$ cat src/rtl/fb_pkg.sv
// rtl/fb_pkg.sv - shared framebuffer widths, write-queue state enum and helpers
package fb_pkg;

    localparam int FB_ADDR_W = 12;
    localparam int FB_DATA_W = 8;

    typedef enum logic [1:0] {
        ST_IDLE  = 2'd0,
        ST_DRAIN = 2'd1,
        ST_HOLD  = 2'd2
    } wq_state_t;

    function automatic logic [7:0] sat_inc8(input logic [7:0] v);
        return (v == 8'hFF) ? v : v + 8'd1;
    endfunction

endpackage

$ cat src/rtl/fb_wq_fifo.sv
// rtl/fb_wq_fifo.sv - write-queue storage with extra-bit pointers; FB_WQ_COALESCE_EN merges same-address pushes
module fb_wq_fifo
    import fb_pkg::*;
#(
    parameter int DEPTH  = 16,
    parameter int ADDR_W = FB_ADDR_W,
    parameter int DATA_W = FB_DATA_W
) (
    input  logic                      clk,
    input  logic                      reset,
    input  logic                      i_push,
    input  logic                      i_pop,
    input  logic [ADDR_W-1:0]         i_addr,
    input  logic [DATA_W-1:0]         i_data,
    output logic [ADDR_W-1:0]         o_addr,
    output logic [DATA_W-1:0]         o_data,
    output logic [$clog2(DEPTH):0]    o_level,
    output logic [$clog2(DEPTH):0]    o_level_next,
    output logic                      o_full,
    output logic                      o_hit
);

    localparam int AW = $clog2(DEPTH);
    localparam int PW = AW + 1;

    logic [ADDR_W-1:0] r_mem_addr [DEPTH];
    logic [DATA_W-1:0] r_mem_data [DEPTH];
    logic [PW-1:0]     r_wr_ptr;
    logic [PW-1:0]     r_rd_ptr;
    logic              w_empty;
    logic              w_wr_en;
    logic              w_rd_en;
    logic              w_hit;

    assign w_empty = (r_wr_ptr == r_rd_ptr);
    assign o_full  = (r_wr_ptr[AW] != r_rd_ptr[AW]) &&
                     (r_wr_ptr[AW-1:0] == r_rd_ptr[AW-1:0]);
    assign o_level = r_wr_ptr - r_rd_ptr;

`ifdef FB_WQ_COALESCE_EN
    logic [AW-1:0] w_newest;
    assign w_newest = r_wr_ptr[AW-1:0] - AW'(1);
    // The newest entry is only mergeable if it is not leaving the queue this cycle.
    assign w_hit = i_push && !w_empty && !(i_pop && o_level == PW'(1)) &&
                   (r_mem_addr[w_newest] == i_addr);
`else
    assign w_hit = 1'b0;
`endif

    assign w_rd_en      = i_pop && !w_empty;
    assign w_wr_en      = i_push && !w_hit && (!o_full || w_rd_en);
    assign o_level_next = o_level + PW'(w_wr_en) - PW'(w_rd_en);
    assign o_hit        = w_hit;
    assign o_addr       = r_mem_addr[r_rd_ptr[AW-1:0]];
    assign o_data       = r_mem_data[r_rd_ptr[AW-1:0]];

    always_ff @(posedge clk or negedge reset) begin
        if (!reset) begin
            r_wr_ptr <= '0;
            r_rd_ptr <= '0;
        end else begin
            if (w_wr_en) r_wr_ptr <= r_wr_ptr + PW'(1);
            if (w_rd_en) r_rd_ptr <= r_rd_ptr + PW'(1);
        end
    end

    always_ff @(posedge clk) begin
        if (w_wr_en) begin
            r_mem_addr[r_wr_ptr[AW-1:0]] <= i_addr;
            r_mem_data[r_wr_ptr[AW-1:0]] <= i_data;
        end
`ifdef FB_WQ_COALESCE_EN
        else if (w_hit) begin
            r_mem_data[w_newest] <= i_data;
        end
`endif
    end

endmodule

$ cat src/rtl/fb_write_queue.sv
// rtl/fb_write_queue.sv - framebuffer write queue draining only during blanking; optional FB_WQ_COALESCE_EN
module fb_write_queue
    import fb_pkg::*;
#(
    parameter int DEPTH  = 16,
    parameter int ADDR_W = FB_ADDR_W,
    parameter int DATA_W = FB_DATA_W
) (
    input  logic                   clk,
    input  logic                   reset,
    input  logic                   display_on,
    input  logic                   in_we,
    input  logic [ADDR_W-1:0]      in_addr,
    input  logic [DATA_W-1:0]      in_data,
    input  logic                   clr_ovf,
    output logic                   ram_we,
    output logic [ADDR_W-1:0]      ram_addr,
    output logic [DATA_W-1:0]      ram_d,
    output logic [$clog2(DEPTH):0] level,
    output logic                   overflow,
    output logic [7:0]             drop_cnt
);

    localparam int LW = $clog2(DEPTH) + 1;

    wq_state_t         r_state;
    wq_state_t         w_next_state;
    logic              w_pop;
    logic              w_full;
    logic              w_hit;
    logic              w_drop;
    logic [LW-1:0]     w_level_next;
    logic [ADDR_W-1:0] w_head_addr;
    logic [DATA_W-1:0] w_head_data;

    fb_wq_fifo #(
        .DEPTH  (DEPTH),
        .ADDR_W (ADDR_W),
        .DATA_W (DATA_W)
    ) u_fifo (
        .clk          (clk),
        .reset        (reset),
        .i_push       (in_we),
        .i_pop        (w_pop),
        .i_addr       (in_addr),
        .i_data       (in_data),
        .o_addr       (w_head_addr),
        .o_data       (w_head_data),
        .o_level      (level),
        .o_level_next (w_level_next),
        .o_full       (w_full),
        .o_hit        (w_hit)
    );

    always_ff @(posedge clk or negedge reset) begin
        if (!reset) r_state <= ST_IDLE;
        else        r_state <= w_next_state;
    end

    // Pop also requires the live display_on so a rising edge stops the drain in the same cycle.
    always_comb begin
        w_next_state = ST_IDLE;
        w_pop        = 1'b0;
        if (r_state == ST_DRAIN && !display_on) w_pop = 1'b1;
        if (w_level_next != LW'(0)) w_next_state = display_on ? ST_HOLD : ST_DRAIN;
    end

    assign w_drop = in_we && w_full && !w_pop && !w_hit;

    always_ff @(posedge clk or negedge reset) begin
        if (!reset) begin
            overflow <= 1'b0;
            drop_cnt <= 8'd0;
        end else if (w_drop) begin
            overflow <= 1'b1;
            drop_cnt <= clr_ovf ? 8'd1 : sat_inc8(drop_cnt);
        end else if (clr_ovf) begin
            overflow <= 1'b0;
            drop_cnt <= 8'd0;
        end
    end

    always_ff @(posedge clk or negedge reset) begin
        if (!reset) begin
            ram_we   <= 1'b0;
            ram_addr <= '0;
            ram_d    <= '0;
        end else begin
            ram_we <= w_pop;
            if (w_pop) begin
                ram_addr <= w_head_addr;
                ram_d    <= w_head_data;
            end
        end
    end

endmodule
$ cat config.mk
export PLATFORM = sky130hd
export DESIGN_NAME = fb_write_queue
export DESIGN_NICKNAME = d
export VERILOG_FILES = /design/src/rtl/fb_pkg.sv /design/src/rtl/fb_wq_fifo.sv /design/src/rtl/fb_write_queue.sv
export SDC_FILE = /design/constraint.sdc
export NUM_CORES = 1
export LEC_CHECK = 0
export CORE_AREA = 2 2 173 175
export DETAILED_ROUTE_END_ITERATION = 16
export DIE_AREA = 0 0 175 177
export PLACE_DENSITY = 0.76
export SKIP_CTS_REPAIR_TIMING = 1
export SYNTH_ARGS = -nofsm -noshare
export SYNTH_HDL_FRONTEND = slang
export SYNTH_SLANG_ARGS = --single-unit
$ cat constraint.sdc
create_clock -name clk -period 12.6 [get_ports clk]
set_clock_uncertainty 0.2 [all_clocks]
set_input_delay 1.26 -clock clk [delete_from_list [all_inputs] [get_ports clk]]
set_output_delay 1.26 -clock clk [all_outputs]
set_load 0.02 [all_outputs]
== After elaboration in Yosys (flattened, before gate mapping) ==
Memories as Yosys holds them, arrays and structs flattened. A register that Yosys moved wholly into a read port is not among the register bits.
Index checks and enable logic that the tools add are counted.

* Register bits: 22
* Bits in writable memories: 320
* Output and inout bits: 35
* Input port bits: 25
* Memories: 2
* Logic and storage cells: 47

* Equal/unequal tests: 6
* Multiplexer cells: 11
* Reductions and logical operators: 16
* Add/subtract/negate cells: 6

{| class="wikitable"
|+ Memory list
! memory !! words !! bits a word !! rd ports !! clocked after Yosys merged registers in !! wr ports !! RTL line !! RTL
|-
| u_fifo.r_mem_addr || 16 || 12 || 1 || 1 || 1 || fb_wq_fifo.sv:26 || <nowiki>logic [ADDR_W-1:0] r_mem_addr [DEPTH];</nowiki>
|-
| u_fifo.r_mem_data || 16 || 8 || 1 || 1 || 1 || fb_wq_fifo.sv:27 || <nowiki>logic [DATA_W-1:0] r_mem_data [DEPTH];</nowiki>
|}

{| class="wikitable"
|+ Operators with widths
! operator !! count
|-
| 8-bit two-way mux || 4
|-
| 5-bit by 1-bit adder with 5-bit output, second input constant || 2
|-
| 8-bit by 1-bit adder with 8-bit output, second input constant || 1
|-
| 8-bit == test, second input constant || 1
|-
| 1-bit logical AND || 6
|-
| 1-bit zero test || 6
|-
| 5-bit by 1-bit adder with 5-bit output || 1
|-
| 5-bit == test || 1
|-
| 1-bit two-way mux || 5
|-
| 5-bit nonzero test || 1
|-
| 5-bit by 1-bit subtractor with 5-bit output || 1
|-
| 5-bit subtractor || 1
|-
| 4-bit == test || 1
|-
| 2-bit two-way mux || 2
|-
| 2-bit by 1-bit == test with 1-bit output, second input constant || 1
|-
| 2-bit != test, second input constant || 1
|-
| 2-bit AND reduction || 1
|-
| 2-bit nonzero test || 1
|-
| 1-bit logical OR || 1
|-
| 1-bit != test || 1
|}

== Logic depth before layout (Yosys ltp) ==
Gate-level depths: netlist (run 1).

* Depth in word-level cells: 10
* Depth in mapped cells: 18
* Mapped depth without buffers: 14

== By module ==
A second synthesis (run 1) with hierarchy kept.

* Cell total of the unflattened synthesis: 706
* Area, all modules: 14,302.5 sq um

{| class="wikitable"
|+ Modules (own cells, without submodules)
! module !! seq. area each (sq um) !! times used !! cells an instance !! area each (sq um)
|-
| fb_wq_fifo || 9,859.5 || 1 || 602 || 12,962.4
|-
| fb_write_queue || 800.8 || 1 || 104 || 1,340.0
|}

== Worst setup path before layout (run 1) ==
OpenSTA, ideal clock, no wires.

* Path type: input to register
* Start point: in display_on
* End point: mem u_fifo.r_mem_addr[3][0] (netlist bit) (enable)
* Library setup time: 0.422 ns
* Slack: 8.373 ns
* Arrival time: 3.605 ns
* Required time: 11.978 ns
* Stages on the path: 5
* Path buffers: 1
* Cells stage by stage: or3b_1 buf_2 a31oi_4 nand2_1 nor3_1

* Word-level cells in the longest chain between the ends: 8

{| class="wikitable"
|+ RTL lines
! element !! RTL line !! RTL
|-
| start, declared || fb_write_queue.sv:11 || <nowiki>input logic display_on,</nowiki>
|-
| 1-bit zero test || fb_write_queue.sv:64 || <nowiki>if (r_state == ST_DRAIN && !display_on) w_pop = 1'b1;</nowiki>
|-
| 1-bit logical AND || fb_write_queue.sv:64 ||
|-
| 1-bit two-way mux || fb_write_queue.sv:64 ||
|-
| 1-bit logical AND || fb_wq_fifo.sv:50 || <nowiki>assign w_rd_en = i_pop && !w_empty;</nowiki>
|-
| 1-bit logical OR || fb_wq_fifo.sv:51 || <nowiki>assign w_wr_en = i_push && !w_hit && (!o_full || w_rd_en);</nowiki>
|-
| 1-bit logical AND || fb_wq_fifo.sv:51 ||
|-
| named net u_fifo.w_wr_en || fb_wq_fifo.sv:31 || <nowiki>logic w_wr_en;</nowiki>
|-
| 1-bit two-way mux || fb_wq_fifo.sv:68 || <nowiki>if (w_wr_en) begin</nowiki>
|-
| 1-bit two-way mux (not written as such) || fb_wq_fifo.sv:69 || <nowiki>r_mem_addr[r_wr_ptr[AW-1:0]] <= i_addr;</nowiki>
|-
| end, declared || fb_wq_fifo.sv:26 ||
|}

The timed path passes the listed nets, and every way through them passes these cells.

== Final worst setup path (run 1) ==
* Start point: reg u_fifo.r_rd_ptr[0]
* End point: out level[4]

* Word-level cells in the longest chain between the ends: 1

{| class="wikitable"
|+ RTL lines
! element !! RTL line !! RTL
|-
| start, declared || fb_wq_fifo.sv:29 || <nowiki>logic [PW-1:0] r_rd_ptr;</nowiki>
|-
| start signal, assigned || fb_wq_fifo.sv:63 || <nowiki>if (w_rd_en) r_rd_ptr <= r_rd_ptr + PW'(1);</nowiki>
|-
| 5-bit subtractor || fb_wq_fifo.sv:38 || <nowiki>assign o_level = r_wr_ptr - r_rd_ptr;</nowiki>
|-
| end, declared || fb_write_queue.sv:19 || <nowiki>output logic [$clog2(DEPTH):0] level,</nowiki>
|}

No other way between the ends.

==> reports/qor.yml, run 1 <==
status: "finished clean"
min_period_over_period: 0.386
drc_errors: 0
drtAntennaViolNets: 0
maxCapViolCount: 0
powerDensity_nw_per_um2: 240
syn-num-nets: 734
die-width_um: 175
root_buffer: "clkbuf_16"
grtUsageTotal: 0.181
gp_congestion: 0.774
core-area_um2: 29200
grt-ovfl-total: 0
wire_per_inst_um: 23.0
netlist_area_um2: 14100
crit_arrival_ns: 3.41
syn_area_per_cell_um2: 20.4
num_rows: 63
synth_cell_types: 43
start_util: 0.482
grt_pass1_wl_um: 41700
hp-class: "reg2reg"
end_kind: "primary output"
hold_viol: 0
first_global_vias: 6981
cts_tree: "yes"
cts_sinks: 362
final_common_cell: "edfxtp_1"
power_leakage_nw: 5.42
r2r_end: "r_state[1]"
rsz0062_at_grt: "false"
synth_seq_cells: 362
crit_type: "reg2out"
drt_iter0_drc: 607
period_needed_ns: 4.87
worst_slew_pin_slew_ns: 1.19
n_fill_cell: 2111
slew_headroom: 0.207
crit_path_start_kind: "register"
cp.required_ns: 11.14
die_y_um: 177
ys.warnings.count: 0
setup_viol: 0
first_pass_iters: 5
r2r_start: "u_fifo.r_rd_ptr[0]"
drt_wl_total_um: 27200
nets: 807
grt_antenna_before_repair: 0
finalSetupTns_ns: 0
rrSetupSlack_ns: 8.70
post-route-util: 0.561
irDropWorstVdd_mv: 0.163
timing.fmax_mhz: 205
syn_to_final_growth_pct: 16.2
clkLatencyLatePin_ns: 0.52
cts_buffers: 36
dpl.hpwl_um: 16100
pin_count: 60
drive_gt1_frac: 0.225
port_buffers: 59
route.vias.total: 6765
synth_edf_count: 320
yosysSeqAreaShare: 0.756
critPathMaxFanout: 43
cts.path.max_buffers: 3
grt_max_degree: 46
vias_per_cell: 5.72
clk_pin_slew_worst_paths_ns: 0.06
multi_input_area_um2: 3250
antenna_cells: 0
crit_end: "level[4]"
slew_violations: 0
htreeDepth: 2
most-common-layout-cells: "edfxtp_1 (320), mux4_2 (80), clkdlybuf4s50_1 (58)"
worstSetupStartpoint: "u_fifo.r_rd_ptr[0]"
ys_async_sr_fraction: 0.116
r2r_cells: 11
seq_area_um2: 10700
dieArea_um2: 31000
synthFlopType: "edfxtp_1"
netlist_instances: 692
==> layer usage <==
metal / vias to the layer above / GRT usage / share of wire
met5: - / 0 / 0
met4: 0 / 0.0472 / 0.017
met3: 39 / 0.0301 / 0.052
met2: 234 / 0.290 / 0.49
met1: 3530 / 0.261 / 0.45
li1: 2962 / - / -
==> worst min-delay path by stage <==
stage / start / end / slack (ns) / depth (start not counted)
after floorplan: u_fifo.r_wr_ptr[4] / u_fifo.r_wr_ptr[4] / 0.29 / 1
after global placement: ram_d[5] / ram_d[5] / 0.27 / 2
after detailed placement: ram_d[3] / ram_d[3] / 0.28 / 2
after CTS: ram_d[3] / ram_d[3] / 0.29 / 2
after global routing: ram_addr[3] / ram_addr[3] / 0.32 / 2
final: ram_d[5] / ram_d[5] / 0.28 / 2
==> critical path, cell delays in order (launching register included) <==
cell,delay [ns]
dfrtp_4,0.97
ha_1,0.30
inv_1,0.06
fa_1,0.39
a21o_1,0.17
a21oi_1,0.22
xnor2_2,0.15
clkdlybuf4s50_1,0.62
==> cells in the mapped netlist (all sizes together), types with 2 or more instances <==
| cell type | number | area [um^2] |
|---|---|---|
| dfrtp | 42 | 1050 |
| fa | 2 | 40.0 |
| nand3 | 3 | 15.0 |
| clkbuf | 17 | 63.8 |
| xor2 | 5 | 51.3 |
| nor2 | 24 | 92.6 |
| inv | 19 | 71.3 |
| nand2b | 2 | 12.5 |
| a21o | 3 | 22.5 |
| nand2 | 31 | 116 |
| o21ai | 24 | 120 |
| a21oi | 6 | 33.8 |
| buf | 18 | 115 |
| edfxtp | 320 | 9610 |
| and4 | 2 | 17.5 |
| a221oi | 20 | 175 |
| a22o | 20 | 175 |
| nor3 | 8 | 40.0 |
| nand4 | 5 | 37.5 |
| mux4 | 80 | 1800 |
| ha | 15 | 188 |
| xnor2 | 15 | 139 |
==> metrics by stage <==
step	hold slack (ns)	cell area [um^2]	setup slack [ns]	total power [mW]	instances
after floorplan	0.293	14100	8.37	2.47	692
after global placement	0.270	15100	7.76	2.83	1117
after detailed placement	0.275	15100	7.71	2.86	1117
after CTS	0.289	16400	7.64	3.98	1182
after global routing	0.319	16400	7.47	4.13	1182
final	0.281	16400	7.73	3.94	1182
==> area by class of cell <==
cell class	count	share of cell area
clock buffers	44	0.0593
well taps	390	0.0298
flip-flops and latches	362	0.650
clock inverters	21	0.0170
inverters	19	0.00435
multi-input cells	276	0.198
repair buffers	70	0.0407
==> logic make-up (layout without fill, tap and decap cells) <==
logic type	count (synthesis)	in the layout	synth area share
DFF	362	362	0.756
AOI/OAI and AO/OA	77	77	0.0404
buffers and inverters	54	154	0.0177
and+or+nand+nor	80	80	0.0266
adders and majority gates	17	17	0.0161
muxes	81	81	0.128
xor gates and xnor gates	21	21	0.0151
==> report_power, final <==
part           internal, mW  switching, mW  total [mW]
logic                 0.591          0.632        1.22
registers              1.47          0.133        1.60
clock network         0.693          0.424        1.12
total                  2.75           1.19        3.94
==> state kept, by name, summed over array words and instances, names as in the netlist <==
register / count
u_fifo.r_mem_addr: 192
u_fifo.r_mem_data: 128
ram_addr: 12
drop_cnt: 8
ram_d: 8
u_fifo.r_rd_ptr: 5
u_fifo.r_wr_ptr: 5
r_state: 2
overflow: 1
ram_we: 1
No activity file was read; power rests on OpenSTA's default activity.
==> run 2, diff against run 1 <==
clock period = 4.92 ns   (was 12.6 ns; I/O delays follow)
==> reports/qor.yml, run 2 (synthesis results as in run 1) <==
powerDensity_nw_per_um2: 606  # was 240 nW/um^2
start_util: 0.482  # unchanged
drc_errors: 0  # unchanged
root_buffer: "clkbuf_16"  # unchanged
r2r_cells: 12  # was 11
wire_per_inst_um: 23.5  # was 23.0 um
status: "finished clean"  # unchanged
antenna_cells: 0  # unchanged
hp-class: "reg2reg"  # unchanged
drtAntennaViolNets: 0  # unchanged
r2r_start: "u_fifo.r_rd_ptr[1]"  # was u_fifo.r_rd_ptr[0]
finalSetupTns_ns: 0  # unchanged
power_leakage_nw: 5.44  # was 5.42 nW
drive_gt1_frac: 0.234  # was 0.225
hold_start: "ram_d[4]"  # was ram_d[5]
critPathMaxFanout: 23  # was 43
irDropWorstVdd_mv: 0.436  # was 0.163 mV
cp.required_ns: 5.09  # was 11.14 ns
crit_path_start_kind: "register"  # unchanged
crit_arrival_ns: 3.81  # was 3.41 ns
hold_slack_ns: 0.282  # was 0.281 ns
maxCapViolCount: 0  # unchanged
port_buffers: 59  # unchanged
most-common-layout-cells: "edfxtp_1 (320), mux4_2 (80), clkdlybuf4s50_1 (58)"  # unchanged
final_common_cell: "edfxtp_1"  # unchanged
drt_iter0_drc: 676  # was 607
rrSetupSlack_ns: 1.27  # was 8.70 ns
clkLatencyLatePin_ns: 0.50  # was 0.52 ns
grt_antenna_before_repair: 0  # unchanged
route.vias.total: 6901  # was 6765
setup_viol: 0  # unchanged
r2r_end: "r_state[1]"  # unchanged
crit_end: "r_state[1]"  # was level[4]
pin_count: 60  # unchanged
die-width_um: 175  # unchanged
slew_violations: 0  # unchanged
period_needed_ns: 3.65
hold_viol: 0  # unchanged
dpl.hpwl_um: 17000  # was 16100 um
crit_type: "reg2reg"  # was reg2out
first_pass_iters: 4  # was 5
timing.fmax_mhz: 274
grt_pass1_wl_um: 42800  # was 41700 um
end_kind: "register"  # was primary output
dieArea_um2: 31000  # unchanged
grtUsageTotal: 0.185  # was 0.181
nets: 821  # was 807
cts.path.max_buffers: 3  # unchanged
vias_per_cell: 5.77  # was 5.72
cts_tree: "yes"  # unchanged
grt_max_degree: 62  # was 46
first_global_vias: 6990  # was 6981
die_y_um: 177  # unchanged
core-area_um2: 29200  # unchanged
clk_pin_slew_worst_paths_ns: 0.06  # about the same
grt-ovfl-total: 0  # unchanged
htreeDepth: 2  # unchanged
cts_buffers: 35  # was 36
syn_to_final_growth_pct: 16.2  # about the same
worst_slew_pin_slew_ns: 1.04  # was 1.19 ns
min_period_over_period: 0.741
worstSetupStartpoint: "u_fifo.r_rd_ptr[1]"  # was u_fifo.r_rd_ptr[0]
n_fill_cell: 2108  # was 2111
largest_reg_flops: 192  # unchanged
num_rows: 63  # unchanged
drt_wl_total_um: 28100  # was 27200 um
rsz0062_at_grt: "false"  # unchanged
cts_sinks: 362  # unchanged
gp_congestion: 0.791  # was 0.774
slew_headroom: 0.304  # was 0.207
-- run 2: cell types whose count changed in the layout (fill, tap and decap cells not counted), sizes merged --
cell / change
inv: -1
clkinvlp: +1
buf: +14
bufinv: -4
dlygate4sd3: +1
clkinv: +2
-- run 2: layout make-up --
class | count | area, um^2 | share of cell area
clock buffer | 44 | 972 | 0.0593
clock inverter | 19 | 165 | 0.0101
inverter | 19 | 71.3 | 0.00435
multi-input combinational | 276 | 3250 | 0.198
sequential | 362 | 10700 | 0.650
tap | 390 | 488 | 0.0298
timing repair buffer | 85 | 783 | 0.0478
-- run 2: metrics by stage --
step	instance area [um^2]	power (mW)	cells	util	setup WS (ns)
global route	16400	10.4	1195	0.561	0.989
detailed placement	15300	7.39	1131	0.522	0.898
CTS	16400	10.0	1194	0.560	1.26
finish	16400	9.93	1195	0.561	1.27
global placement	15300	7.33	1131	0.522	0.978
floorplan	14100	6.33	692	-	0.799
-- run 2: where the power goes --
group,total (mW),switching (mW),internal [mW]
registers,3.96,0.203,3.75
clock network,2.63,1.07,1.56
logic,3.35,1.80,1.55
-- run 2: worst min-delay path by stage --
stage,endpoint,slack [ns],depth (start not counted)
2_1_floorplan,drop_cnt[0],-0.004,0
3_3_place_gp,ram_addr[0],0.27,2
3_5_place_dp,ram_d[4],0.28,2
4_1_cts,u_fifo.r_rd_ptr[1],-0.12,2
5_1_grt,ram_d[4],0.31,2
6_report,ram_d[4],0.28,2
-- run 2: worst max-delay path, cell delays in order (launching register included) --
cell,delay [ns]
dfrtp_4,0.65
inv_2,0.10
ha_1,0.32
and4_1,0.25
a21oi_2,0.33
ha_1,0.29
inv_1,0.05
ha_1,0.15
inv_1,0.06
fa_1,0.46
xnor2_1,0.14
nor4b_1,0.36
a21boi_1,0.13
-- run 2: metal layers --
| metal | track usage | part of all wire |
|---|---|---|
| met1 | 0.262 | 0.42 |
| met5 | 0 | 0 |
| met4 | 0.0542 | 0.021 |
| met2 | 0.302 | 0.49 |
| met3 | 0.0303 | 0.064 |
==> run 3, diff against run 2 <==
PLACE_DENSITY = 0.79   (was 0.76)
clock period = 3.14 ns   (was 4.92 ns; I/O delays follow)
==> reports/qor.yml, run 3 (synthesis results as in run 1) <==
status: "finished clean"  # unchanged
multi_input_area_um2: 3350  # was 3250 um^2
timing.fmax_mhz: 328
slowest_delay_ns: 0.45  # was 0.65 ns
die_y_um: 177  # unchanged
grt_pass1_wl_um: 43400  # was 42800 um
drtAntennaViolNets: 0  # unchanged
vias_per_cell: 5.80  # was 5.77
num_rows: 63  # unchanged
nets: 837  # was 821
port_buffers: 59  # unchanged
drc_errors: 0  # unchanged
clk_pin_slew_worst_paths_ns: 0.06  # about the same
worst_slew_pin_slew_ns: 0.739  # was 1.04 ns
pin_count: 60  # unchanged
seq_area_um2: 10700  # about the same
grt_use_met3: 0.0395  # was 0.0303
irDropWorstVdd_mv: 0.698  # was 0.436 mV
min_period_over_period: 0.970
htreeDepth: 2  # unchanged
dpl.cell_count: 1145  # was 1131
grt_antenna_before_repair: 0  # unchanged
crit_arrival_ns: 2.53  # was 3.81 ns
post-route-util: 0.575  # was 0.561
hold_viol: 0  # unchanged
powerDensity_nw_per_um2: 955  # was 606 nW/um^2
crit_family: "adder cells"  # unchanged
critPathMaxFanout: 4  # was 23
final_common_cell: "edfxtp_1"  # unchanged
power_leakage_nw: 5.60  # was 5.44 nW
cts_sinks: 362  # unchanged
critical_path.slowest_cell: "dfrtp_2"  # was dfrtp_4
setup_viol: 0  # unchanged
die-width_um: 175  # unchanged
cp_cell_sequence: "inv_4 -> ha_4 -> inv_1 -> fa_1 -> a21o_1 -> a21oi_1 -> xnor2_2 -> dlymetal6s2s_1"  # was inv_2 -> ha_1 -> and4_1 -> a21oi_2 -> ha_1 -> inv_1 -> ha_1 -> inv_1 -> fa_1 -> xnor2_1 -> nor4b_1 -> a21boi_1
antenna_cells: 0  # unchanged
root_buffer: "clkbuf_16"  # unchanged
route.vias.total: 7019  # was 6901
maxCapViolCount: 0  # unchanged
core-area_um2: 29200  # unchanged
drt_iter0_drc: 743  # was 676
n_fill_cell: 2029  # was 2108
period_needed_ns: 3.05
cp_num_buf_inv: 3  # unchanged
largest_reg_flops: 192  # unchanged
dpl.hpwl_um: 16400  # was 17000 um
cp.required_ns: 2.63  # was 5.09 ns
hp-class: "in2async"  # was reg2reg
top_usage_layer: "met2"  # unchanged
slew_violations: 0  # unchanged
syn_to_final_growth_pct: 19.2  # was 16.2%
grt_max_degree: 84  # was 62
dieArea_um2: 31000  # unchanged
grt-ovfl-total: 0  # unchanged
crit_path_start_kind: "register"  # unchanged
first_global_vias: 7197  # was 6990
met1_usage: 0.258  # was 0.262
drive_gt1_frac: 0.261  # was 0.234
wire_per_inst_um: 23.4  # was 23.5 um
slew_headroom: 0.505  # was 0.304
end_kind: "primary output"  # was register
gp_congestion: 0.793  # was 0.791
grtUsageMet2: 0.303  # was 0.302
start_util: 0.482  # unchanged
crit_type: "reg2out"  # was reg2reg
cts.path.max_buffers: 3  # unchanged
first_pass_iters: 5  # was 4
cts_buffers: 36  # was 35
most-common-layout-cells: "edfxtp_1 (320), mux4_2 (80), clkdlybuf4s50_1 (55)"  # was edfxtp_1 (320), mux4_2 (80), clkdlybuf4s50_1 (58)
grtUsageTotal: 0.186  # was 0.185
drt_wl_total_um: 28300  # was 28100 um
finalNonFillerCells: 1210  # was 1195
clkLatencyLatePin_ns: 0.52  # was 0.50 ns
cts_tree: "yes"  # unchanged
==> run 3: worst register-to-register path: cells and delay by family (launching register included) <==
family	cells	cell delay, ns
adders and majority gates	4	1.02
xor gates and xnor gates	1	0.26
buffers and inverters	3	0.14
AOI/OAI and AO/OA	4	0.51
and+or+nand+nor	1	0.24
DFF	1	0.52
==> run 3: area by class of cell <==
class | instances | area share
Clock inverter | 16 | 0.0121
Clock buffer | 47 | 0.0573
Tap cell | 390 | 0.0290
Multi-Input combinational cell | 276 | 0.199
Sequential cell | 362 | 0.635
Timing Repair Buffer | 100 | 0.0634
Inverter | 19 | 0.00469
==> run 3: worst paths after layout <==
path,to,from,slack [ns],depth (start not counted)
worst min register to register,ram_d[6],ram_d[6],0.28,2
worst min-delay path,ram_d[5],reset,0.17,2
worst max-delay path,level[4],u_fifo.r_wr_ptr[0],0.09,8
max in group asynchronous,drop_cnt[2],reset,1.92,3
min in group clk,r_state[0],display_on,0.26,3
worst max register to register,r_state[1],u_fifo.r_wr_ptr[1],0.18,13
==> run 3: per-layer routing <==
metal / share of wire / wire length [um]
met1: 0.40 / 11400
met3: 0.080 / 2260
met5: 0 / 0
met4: 0.020 / 556
met2: 0.50 / 14100
==> run 3: metrics by stage <==
stage          area [um^2]  worst slack, ns  total power, mW  TNS, ns  hold slack [ns]
3_5_place_dp         15600          -0.0610             11.8   -0.112            0.168
3_3_place_gp         15600          0.00356             11.6        0            0.164
2_1_floorplan        14200          -0.0782             10.1   -13.48           -0.182
5_1_grt              16800          -0.0134             16.8  -0.0134            0.231
6_report             16800           0.0938             16.1        0            0.166
4_1_cts              16700           -0.429             16.1   -0.639           -0.365
==> run 3: report_power, final <==
part	internal (mW)	total, mW	switching [mW]
Combinational	2.66	5.66	3.00
Sequential	5.89	6.15	0.259
Clock	2.57	4.25	1.68
